$ cat config.mk
export PLATFORM = sky130hd
export DESIGN_NAME = sram_array_ctrl
export DESIGN_NICKNAME = d
export VERILOG_FILES = /design/src/rtl/sram_array_ctrl.sv
export SDC_FILE = /design/constraint.sdc
export NUM_CORES = 1
export LEC_CHECK = 0
export ABC_AREA = 1
export CAP_MARGIN = 30
export CORE_MARGIN = 10
export CORE_UTILIZATION = 59
export DETAILED_ROUTE_END_ITERATION = 10
export GPL_TIMING_DRIVEN = 0
export HOLD_SLACK_MARGIN = 0.05
export PLACE_DENSITY_LB_ADDON = 0.2
export SLEW_MARGIN = 10
export SYNTH_ARGS = -nofsm -noshare
export SYNTH_HDL_FRONTEND = slang
export SYNTH_SLANG_ARGS = --single-unit
export TNS_END_PERCENT = 20
$ cat constraint.sdc
create_clock -name clk -period 2.1 [get_ports clk]
set_input_delay 0.21 -clock clk [delete_from_list [all_inputs] [get_ports clk]]
set_output_delay 0.21 -clock clk [all_outputs]
set_load 0.03 [all_outputs]
$ cat src/rtl/sram_array_ctrl.sv
// -----------------------------------------------------------------------------
// sram_array_ctrl
//
// Purpose:
//   DEPTH x DATA_W synchronous word array (DEPTH = 2**ADDR_W) behind a
//   single-port access sequencer that mimics single-ended bit-cell timing:
//   bitline precharge, wordline pulse, sense, and write drive. The cell-level
//   strobes are exposed so waveforms can be lined up against transistor-level
//   bit-cell simulations.
//
// Optional build macro:
//   SRAM_PARITY_EN - store one even-parity bit per word. This adds the
//                    inj_perr input and the rsp_perr output. Timing is the
//                    same in both builds.
//
// Ports:
//   clk        in   single clock, rising edge
//   rst        in   synchronous active-high reset
//   req_valid  in   request present
//   req_ready  out  sequencer idle and able to accept a request
//   req_we     in   1 = write, 0 = read
//   req_addr   in   word address
//   req_wdata  in   write data
//   rsp_valid  out  one-cycle pulse, rsp_rdata valid
//   rsp_rdata  out  read data, held until the next read completes
//   wr_done    out  one-cycle pulse, write committed to the array
//   bl_pre     out  precharge strobe
//   wl_en      out  wordline strobe
//   sense_en   out  sense-amp strobe
//   wr_drv     out  write-driver strobe
//   inj_perr   in   (SRAM_PARITY_EN) invert stored parity on this write
//   rsp_perr   out  (SRAM_PARITY_EN) parity mismatch on the returned word
// -----------------------------------------------------------------------------
module sram_array_ctrl #(
  parameter int DATA_W     = 8,
  parameter int ADDR_W     = 4,
  parameter int PRE_CYCLES = 1
) (
  input  logic              clk,
  input  logic              rst,
  input  logic              req_valid,
  output logic              req_ready,
  input  logic              req_we,
  input  logic [ADDR_W-1:0] req_addr,
  input  logic [DATA_W-1:0] req_wdata,
  output logic              rsp_valid,
  output logic [DATA_W-1:0] rsp_rdata,
  output logic              wr_done,
  output logic              bl_pre,
  output logic              wl_en,
  output logic              sense_en,
  output logic              wr_drv
`ifdef SRAM_PARITY_EN
  ,
  input  logic              inj_perr,
  output logic              rsp_perr
`endif
);

  localparam int DEPTH = 2 ** ADDR_W;
`ifdef SRAM_PARITY_EN
  localparam int MEM_W = DATA_W + 1;
`else
  localparam int MEM_W = DATA_W;
`endif
  localparam int CNT_W = (PRE_CYCLES > 1) ? $clog2(PRE_CYCLES) : 1;

  typedef enum logic [2:0] {
    IDLE      = 3'd0,
    PRECHARGE = 3'd1,
    WORDLINE  = 3'd2,
    SENSE     = 3'd3,
    WR_DRIVE  = 3'd4,
    WR_WL     = 3'd5
  } state_t;

  state_t            state_reg;
  logic [CNT_W-1:0]  pre_cnt_reg;
  logic [ADDR_W-1:0] addr_reg;
  logic [MEM_W-1:0]  wword_reg;

  // Storage is deliberately left without reset so it maps onto block RAM
  // and keeps its contents across a reset.
  logic [MEM_W-1:0]  mem [DEPTH];

  // Word to store, latched at accept. With parity enabled the extra MSB
  // makes the XOR of the whole stored word zero (even parity); inj_perr
  // flips it to plant a detectable error.
  logic [MEM_W-1:0]  wword_next;
`ifdef SRAM_PARITY_EN
  assign wword_next = {(^req_wdata) ^ inj_perr, req_wdata};
`else
  assign wword_next = req_wdata;
`endif

  // Handshake and strobes are pure decodes of the state register. req_ready
  // is also masked by rst so it reads 0 for the whole reset pulse.
  assign req_ready = (state_reg == IDLE) && !rst;
  assign bl_pre    = (state_reg == PRECHARGE);
  assign wl_en     = (state_reg == WORDLINE) || (state_reg == WR_WL);
  assign sense_en  = (state_reg == SENSE);
  assign wr_drv    = (state_reg == WR_DRIVE) || (state_reg == WR_WL);

  always_ff @(posedge clk) begin
    if (rst) begin
      state_reg   <= IDLE;
      pre_cnt_reg <= '0;
      rsp_valid   <= 1'b0;
      wr_done     <= 1'b0;
      rsp_rdata   <= '0;
`ifdef SRAM_PARITY_EN
      rsp_perr    <= 1'b0;
`endif
    end else begin
      rsp_valid <= 1'b0;
      wr_done   <= 1'b0;
      case (state_reg)
        IDLE: begin
          if (req_valid) begin
            addr_reg  <= req_addr;
            wword_reg <= wword_next;
            if (req_we) begin
              state_reg <= WR_DRIVE;
            end else begin
              state_reg   <= PRECHARGE;
              pre_cnt_reg <= CNT_W'(PRE_CYCLES - 1);
            end
          end
        end
        PRECHARGE: begin
          // Counter was loaded with PRE_CYCLES-1 so precharge spans exactly
          // PRE_CYCLES cycles.
          if (pre_cnt_reg == '0) begin
            state_reg <= WORDLINE;
          end else begin
            pre_cnt_reg <= pre_cnt_reg - 1'b1;
          end
        end
        WORDLINE: state_reg <= SENSE;
        SENSE: begin
          rsp_rdata <= mem[addr_reg][DATA_W-1:0];
`ifdef SRAM_PARITY_EN
          // XOR over data plus stored parity is 1 exactly on a mismatch.
          rsp_perr  <= ^mem[addr_reg];
`endif
          rsp_valid <= 1'b1;
          state_reg <= IDLE;
        end
        WR_DRIVE: state_reg <= WR_WL;
        WR_WL: begin
          wr_done   <= 1'b1;
          state_reg <= IDLE;
        end
        default: state_reg <= IDLE;
      endcase
    end
  end

  // Array commit on the edge leaving WR_WL; a reset on that edge aborts it.
  always_ff @(posedge clk) begin
    if (!rst && (state_reg == WR_WL)) begin
      mem[addr_reg] <= wword_reg;
    end
  end

endmodule
**Word-level counts from Yosys, hierarchy flattened**

Memory sizes are Yosys's and may differ from the RTL's. A register that Yosys moved wholly into a read port is not among the register bits.
Index checks and enable logic that the tools add are counted.

- Bits in registers: 18
- Bits in writable memories: 128
- Input port bits: 16
- Output and inout port bits: 15
- Word-level logic and storage cells: 39
- Memories: 1

Memory list:

| memory | words | width | read ports | clocked after Yosys merged registers in | write ports | RTL line | RTL |
|---|---|---|---|---|---|---|---|
| mem | 16 | 8 | 1 | 1 | 1 | 84 | `logic [MEM_W-1:0] mem [DEPTH];` |

- Add/sub/neg operators: 1
- Equality and inequality tests: 8
- Mux-type cells: 12
- Bitwise logic cells: 1
- Reduce and logical (&&, ||, !) cells: 10

Operators with widths:

| operator | number |
|---|---|
| 3-bit one-hot mux with 4 select lines | 1 |
| 3-bit 2-to-1 mux | 3 |
| 1-bit 2-to-1 mux | 7 |
| 3-bit by 2-bit == test with 1-bit output (second input constant) | 2 |
| 3-bit == test (second input constant) | 2 |
| 2-bit inequality test (second input constant) | 3 |
| 3-bit AND reduction | 2 |
| 3-bit by 1-bit == test with 1-bit output (second input constant) | 1 |
| 3-bit zero test | 1 |
| 1-bit logical AND | 2 |
| 1-bit logical OR | 2 |
| 1-bit one-hot mux with 2 select lines | 1 |
| 2-bit AND reduction | 1 |
| 2-bit nonzero test | 1 |
| 1-bit zero test | 1 |
| 1-bit inverter | 1 |
| 1-bit subtractor (second input constant) | 1 |

**Longest topological paths before layout**

Gate-level depths: netlist of the first run.

- Word-level depth: 4
- Depth in mapped cells: 11
- Depth with buffers taken out: 9

**Worst setup path before layout of the first run**

OpenSTA, ideal clock, no wires.

- Path type: flip-flop to flip-flop
- From: reg addr_reg[1]
- To: mem mem[12][0] in the netlist's numbering, enable pin
- Library setup time: 0.370 ns
- Arrival time: 1.387 ns
- Required time: 1.730 ns
- Slack: 0.342 ns
- Stages on the path, launching flop included: 6
- Buffers on the path: 2
- Period minus slack after synthesis: 1.758 ns
- Cells stage by stage: edfxtp_1 buf_2 inv_2 clkbuf_1 nand3_1 nor2_1

RTL lines:

| item | RTL line | RTL |
|---|---|---|
| from (decl) | 79 | `logic [ADDR_W-1:0] addr_reg;` |
| from (signal assigned) | 120 | `addr_reg <= req_addr;` |
| to (decl) | 84 |  |

No word-level cell before the write port.

**Worst setup path in the final report of the first run**

- From: reg addr_reg[3]
- To: mem mem[2][4] in the netlist's numbering, enable pin

No word-level cell before the write port.

==> reports/results.txt, run 1 <==
Status -> completed
Top Ports -> 31
Worst-path clk slew -> 0.06 ns
Slew Limit Headroom -> 0.548
Clock sink total -> 153
Row cnt -> 37
Max VDD drop -> 0.000512 V
Die footprint -> 14900 um^2
CP max stage delay -> 0.50 ns
Vias in the first global route -> 4174
Detailed Place HPWL -> 9220 um
DRT Pass-1 Iters -> 6
Area of the core -> 10200 um^2
DR top layer -> met4
Met2 WL -> 7140 um
DIE WIDTH -> 122 um
DP Area -> 6630 um^2
Fmax -> 509 MHz
Clock Path Buffers -> 2
Finished Layout Cells -> 762
Post-CTS setup buffers -> 0
LEAKAGE -> 0.00283 uW
Root Driver -> clkbuf_8
Post-Place Cells -> 731
Total negative slack -> 0 ns
Crit path time final -> 1.97 ns
GRT Total Usage -> 0.198
Via count -> 4335
Endpoints failing setup -> 0
DRT iter0 DRCs -> 485
Nets -> 629
Max-cap violations -> 0
Final period util -> 0.936
Worst Setup Start Kind -> register
First-pass GRT wire length -> 21900 um
Layout cells sized above 1 -> 0.128
Worst EP arrival -> 2.18 ns
CP max stage cell -> nor2_1
Remaining antenna violation count -> 0
CTS tree -> built
DR WL/cell -> 18.9 um
Met1 WL -> 5450 um
Layout Area Growth over Synthesis -> 20.1%
Worst Path Required -> 2.32 ns
Cell Pwr Density -> 964 nW/um^2
Post-Synthesis Cells -> 564
Post-synthesis cell area -> 6150 um^2
Final GP Congestion -> 0.978
Crit Path Max Fanout -> 9
Design area -> 7390 um^2
Initial core utilization -> 0.601
Filler Cell Count -> 687
Hold Fails Final Rpt -> 0
Later-pin clock latency in the skew report -> 0.54 ns
Worst setup EP type -> register
I/O Buffers -> 30
Via density per instance -> 5.69
Design Power -> 7120 uW
Met3 Routed Length -> 1440 um
Mean post-synth cell area -> 10.9 um^2
WS Path Type -> register to register
Top post-synthesis cells by area -> edfxtp_1 68%, nand2_1 16%, dfxtp_1 4.2%, nand3_1 3.7%, nor2_1 2.5%
Post-synth top area share -> 0.683
DRC -> 0
Slew @ Worst Pin -> 0.678 ns
H-tree depth -> 4
Netlist cell types -> 18
Total grt overflow -> 0
CP Cell Sequence -> nor2_1 -> inv_1 -> nor2_4
Synth Register Bits -> 153
Cell taking the most area after synthesis -> edfxtp_1
Final Util -> 0.722
Register area share after synthesis -> 0.726
Die height -> 122 um
Number of flip-flops in the largest register -> 128
Initial antenna violation count -> 0
Post-synth net total -> 580
Final wirelength -> 14400 um
Worst Skew -> 0.00951 ns
Worst hold path type -> input pin to register
Inserted Clock Buffers -> 17
Hold Buf Count CTS -> 0
Max Slew Vio Count -> 0
Antenna diodes -> 0
Reg2reg setup slack -> 0.13 ns
Syn. warnings -> 0
Largest net degree at the start of global routing -> 17
per-stage QoR:
step / setup WS [ns] / hold WS, ns
after floorplan: 0.342 / 0.279
after global placement: -0.272 / 0.490
after detailed placement: -0.364 / 0.503
after CTS: -0.122 / 0.212
after global routing: -0.00474 / 0.209
final: 0.135 / 0.218
final cells by class:
| type | instances | area (um^2) | area share |
|---|---|---|---|
| inverters | 13 | 48.8 | 0.00661 |
| clock buffers | 21 | 439 | 0.0595 |
| well taps | 136 | 170 | 0.0230 |
| clock inverters | 11 | 171 | 0.0232 |
| flip-flops and latches | 153 | 4460 | 0.604 |
| multi-input cells | 373 | 1660 | 0.224 |
| repair buffers | 31 | 302 | 0.0408 |
| plain buffers | 24 | 134 | 0.0181 |
worst paths after layout:
kind	start	to	cells after the start
worst max-delay path	addr_reg[3]$_DFFE_PP_	mem[2][4]$_DFFE_PP_	3
worst min-delay path	req_addr[0]	addr_reg[0]$_DFFE_PP_	1
worst max register to register	addr_reg[3]$_DFFE_PP_	mem[2][4]$_DFFE_PP_	3
worst min register to register	rsp_rdata[1]$_SDFFE_PP0P_	rsp_rdata[1]$_SDFFE_PP0P_	2
per-layer routing:
metal,up-vias,GRT usage
li1,1998,-
met1,2043,0.241
met2,245,0.323
met3,49,0.0541
met4,0,0.0906
met5,-,0
cells by family after synthesis:
group | after synthesis | share of synthesized area
buffers and inverters | 38 | 0.0299
AOI/OAI and AO/OA | 12 | 0.0102
DFF | 153 | 0.726
and+or+nand+nor | 361 | 0.234
power breakdown:
group | total (uW) | internal (uW) | switching (uW)
clock network | 3130 | 1960 | 1160
registers | 3460 | 3380 | 74.8
logic | 539 | 168 | 371
total | 7120 | 5510 | 1610
placed cells by master (no fill, tap or decap), drive strengths merged:
cell           netlist  final
a211oi               1      1
a21oi                1      1
buf                 22     23
bufinv               0      4
clkbuf               3     24
clkdlybuf4s50        0     25
clkinv               0      4
clkinvlp             0      2
dfxtp               13     13
dlygate4sd2          0      4
edfxtp             140    140
inv                 13     14
nand2              262    262
nand3               45     45
nand4                8      8
nor2                43     43
nor3                 2      2
nor4                 1      1
o21ai               10     10
critical path, delay by kind of cell, from the launching register on:
kind                   cells  cell delay [ns]
AND/OR/NAND/NOR            2             0.84
flip-flops                 1             0.47
buffers and inverters      1             0.33
Yosys cell counts:
cell and instances:
nor2_2 2, buf_2 15, nand4_1 8, o21ai_0 10, inv_2 3, a21oi_1 1, nand2_1 262, nor2_1 41
nor4_1 1, a211oi_1 1, nand3_1 45, buf_4 6, edfxtp_1 140, inv_1 10, dfxtp_1 13, nor3_1 2
clkbuf_1 3, buf_1 1
timing repair:
| action | 4_1_cts | 5_1_grt |
|---|---|---|
| cloned | 0 | 0 |
| gates resized for setup | 33 | 16 |
| endpoints found under the setup margin | 133 | 97 |
| pin swaps | 0 | 3 |
(Power assumes the default switching activity.)
==> run 2, diff against run 1 <==
CTS_CLUSTER_DIAMETER = 100   (was not set)
==> results of run 2 <==
Same layout as run 1: the final DEF is identical, and so are final timing and power.
==> run 3, diff against run 2 <==
--- a/config.mk
+++ b/config.mk
@@ -9,8 +9,8 @@
 export CAP_MARGIN = 30
 export CORE_MARGIN = 10
-export CORE_UTILIZATION = 59
+export CORE_UTILIZATION = 62
+export CTS_BUF_LIST = sky130_fd_sc_hd__clkbuf_4 sky130_fd_sc_hd__clkbuf_8
 export CTS_CLUSTER_DIAMETER = 100
 export DETAILED_ROUTE_END_ITERATION = 10
-export GPL_TIMING_DRIVEN = 0
 export HOLD_SLACK_MARGIN = 0.05
 export PLACE_DENSITY_LB_ADDON = 0.2
==> constraint.sdc (replaced) <==
create_clock -name clk -period 2.1 [get_ports clk]
set_input_delay 0.21 -clock clk [delete_from_list [all_inputs] [get_ports clk]]
set_output_delay 0.21 -clock clk [all_outputs]
set_load 0.02 [all_outputs]
==> reports/results.txt, run 3 (synthesis gave the netlist of run 1 again) <==
Total grt overflow -> 0 (unchanged)
Detailed Place HPWL -> 9150 um (-0.81%)
Sequential share of power -> 0.571 (+0.086)
Worst Path Required -> 1.89 ns (-0.43 ns)
DRC -> 0 (unchanged)
Max Slew Vio Count -> 0 (unchanged)
Clock Path Buffers -> 2 (unchanged)
H-tree depth -> 4 (unchanged)
Combinational Power Share -> 0.081 (+0.005)
Number of flip-flops in the largest register -> 128 (unchanged)
Post-cts resize count -> 0 (-100%)
Initial antenna violation count -> 0 (unchanged)
Layout cells sized above 1 -> 0.106 (-0.0216)
Worst Setup Start Kind -> register
End of the critical path -> wl_en
GRT Total Usage -> 0.196 (-0.00157)
WS Path Type -> register to primary output
Hold_ws -> 0.320 ns (+0.102 ns)
Initial core utilization -> 0.632 (+0.0310)
Root Driver -> clkbuf_8
R2r worst-path depth -> 7 (+4)
Sw Pwr -> 1430 uW (-11%)
DRT Pass-1 Iters -> 7 (+1)
Hold Fails Final Rpt -> 0 (unchanged)
Crit path time final -> 1.95 ns (-0.0159 ns)
Nets -> 634 (+0.79%)
Layout Area Growth over Synthesis -> 15.7%
Hold Buf Count CTS -> 0 (unchanged)
Final wirelength -> 13700 um (-4.7%)
Max VDD drop -> 0.000526 V (+2.6%)
Place WS -> 0.199 ns (+0.562 ns)
RSZ-0062 raised after global routing -> false
R2r endpoint -> mem[7][3]$_DFFE_PP_
DIE WIDTH -> 120 um (-2.0%)
Final period util -> 0.928 (-0.00755)
Clock sink total -> 153 (unchanged)
Top Ports -> 31 (unchanged)
Final worst slack -> 0.151 ns (+0.0159 ns)
Die height -> 120 um (-2.0%)
Via density per instance -> 5.61 (-1.4%)
Worst hold path type -> input pin to register
Crit Path Max Fanout -> 3 (-6)
First-pass GRT wire length -> 21600 um (-1.3%)
Largest net degree at the start of global routing -> 49 (+32)
Worst EP arrival -> 1.74 ns (-0.44 ns)
Reg2reg setup slack -> 0.22 ns (+0.09 ns)
Slew @ Worst Pin -> 0.803 ns (+0.125 ns)
Vias in the first global route -> 4226 (+1.2%)
CP max stage delay -> 0.60 ns (+0.10 ns)
Clock power frac -> 0.348 (-0.091)
Via count -> 4287 (-1.1%)
P_int -> 4640 uW (-16%)
Worst-path clk slew -> 0.08 ns (+0.02 ns)
Later-pin clock latency in the skew report -> 0.44 ns (-0.10 ns)
CP max stage cell -> clkdlybuf4s50_1
Commonest non-fill, non-tap cells in the layout -> 262 x nand2_1, 140 x edfxtp_1, 44 x nand3_1
Setup crit start -> state_reg[0]$_SDFFE_PP0P_
Status -> completed
Inserted Clock Buffers -> 17 (unchanged)
Cell Pwr Density -> 852 nW/um^2 (-12%)
Area of the core -> 9730 um^2 (-4.9%)
Die footprint -> 14300 um^2 (-4.1%)
Worst setup EP type -> primary output
I/O Buffers -> 30 (unchanged)
DR WL/cell -> 18.0 um (-5.0%)
Commonest non-fill, non-tap cell in the layout -> nand2_1
Worst Skew -> 0.0146 ns (+0.00511 ns)
DRT iter0 DRCs -> 548 (+13%)
CTS tree -> built
Post-CTS setup buffers -> 0 (unchanged)
Endpoints failing setup -> 0 (unchanged)
CP most frequent cell -> nand2_1
Total negative slack -> 0 ns (unchanged)
Row cnt -> 36 (-2.7%)
CP Cell Sequence -> inv_1 -> nor2_1 -> nand2_1 -> nand2_1 -> clkdlybuf4s50_1
Max-cap violations -> 0 (unchanged)
Final GP Congestion -> 0.918 (-6.2%)
Sw Share -> 0.235 (+0.00949)
Antenna diodes -> 0 (unchanged)
Slew Limit Headroom -> 0.465 (-0.0835)
Filler Cell Count -> 663 (-3.5%)
R2r startpoint -> state_reg[0]$_SDFFE_PP0P_
Remaining antenna violation count -> 0 (unchanged)
Fmax -> 513 MHz (+0.81%)
LEAKAGE -> 0.00279 uW (-1.5%)
-- run 3: power groups by stage --
stage	Sequential, uW	Clock, uW	Combinational (uW)
final	3460	2110	489
after global routing	3470	2270	541
after CTS	3460	2120	486
after detailed placement	3530	0	484
after global placement	3530	0	473
after floorplan	3490	0	307
-- run 3: per-layer routing --
| metal | vias to the layer above | wire, um | global-route usage |
|---|---|---|---|
| met4 | 0 | 338 | 0.0845 |
| li1 | 1996 | - | - |
| met2 | 250 | 6440 | 0.313 |
| met1 | 2007 | 5560 | 0.245 |
| met3 | 34 | 1410 | 0.0581 |
| met5 | - | 0 | 0 |
-- run 3: critical path: cells and delay by family (launching register included) --
family | cells | cell delay [ns]
AND/OR/NAND/NOR | 3 | 0.28
flip-flops | 1 | 0.36
buffers and inverters | 2 | 0.67
-- run 3: how the worst min path moves through the flow --
| stage | end | cells past startpoint | slack (ns) | start |
|---|---|---|---|---|
| after detailed placement | rsp_valid$_SDFF_PP0_ | 2 | 0.51 | state_reg[0]$_SDFFE_PP0P_ |
| after global placement | rsp_valid$_SDFF_PP0_ | 2 | 0.50 | state_reg[0]$_SDFFE_PP0P_ |
| after floorplan | state_reg[1]$_SDFFE_PP0P_ | 1 | 0.28 | rst |
| final | addr_reg[2]$_DFFE_PP_ | 1 | 0.32 | req_addr[2] |
| after CTS | addr_reg[2]$_DFFE_PP_ | 1 | 0.30 | req_addr[2] |
| after global routing | wword_reg[4]$_DFFE_PP_ | 1 | 0.31 | req_wdata[4] |
-- run 3: through the flow --
step / std cells / instance area (um^2) / power (uW) / util
floorplan: 564 / 6150 / 3800 / -
global placement: 732 / 6720 / 4000 / 0.691
detailed placement: 732 / 6720 / 4020 / 0.691
CTS: 764 / 7110 / 6070 / 0.730
global route: 764 / 7120 / 6280 / 0.731
finish: 764 / 7120 / 6060 / 0.731
-- run 3: final cells by class --
type / count / area, um^2 / share of cell area
Clock buffer: 20 / 256 / 0.0360
Clock inverter: 12 / 129 / 0.0181
Inverter: 13 / 48.8 / 0.00686
Multi-Input combinational cell: 373 / 1510 / 0.212
Sequential cell: 153 / 4460 / 0.627
Tap cell: 133 / 166 / 0.0234
Timing Repair Buffer: 60 / 543 / 0.0763
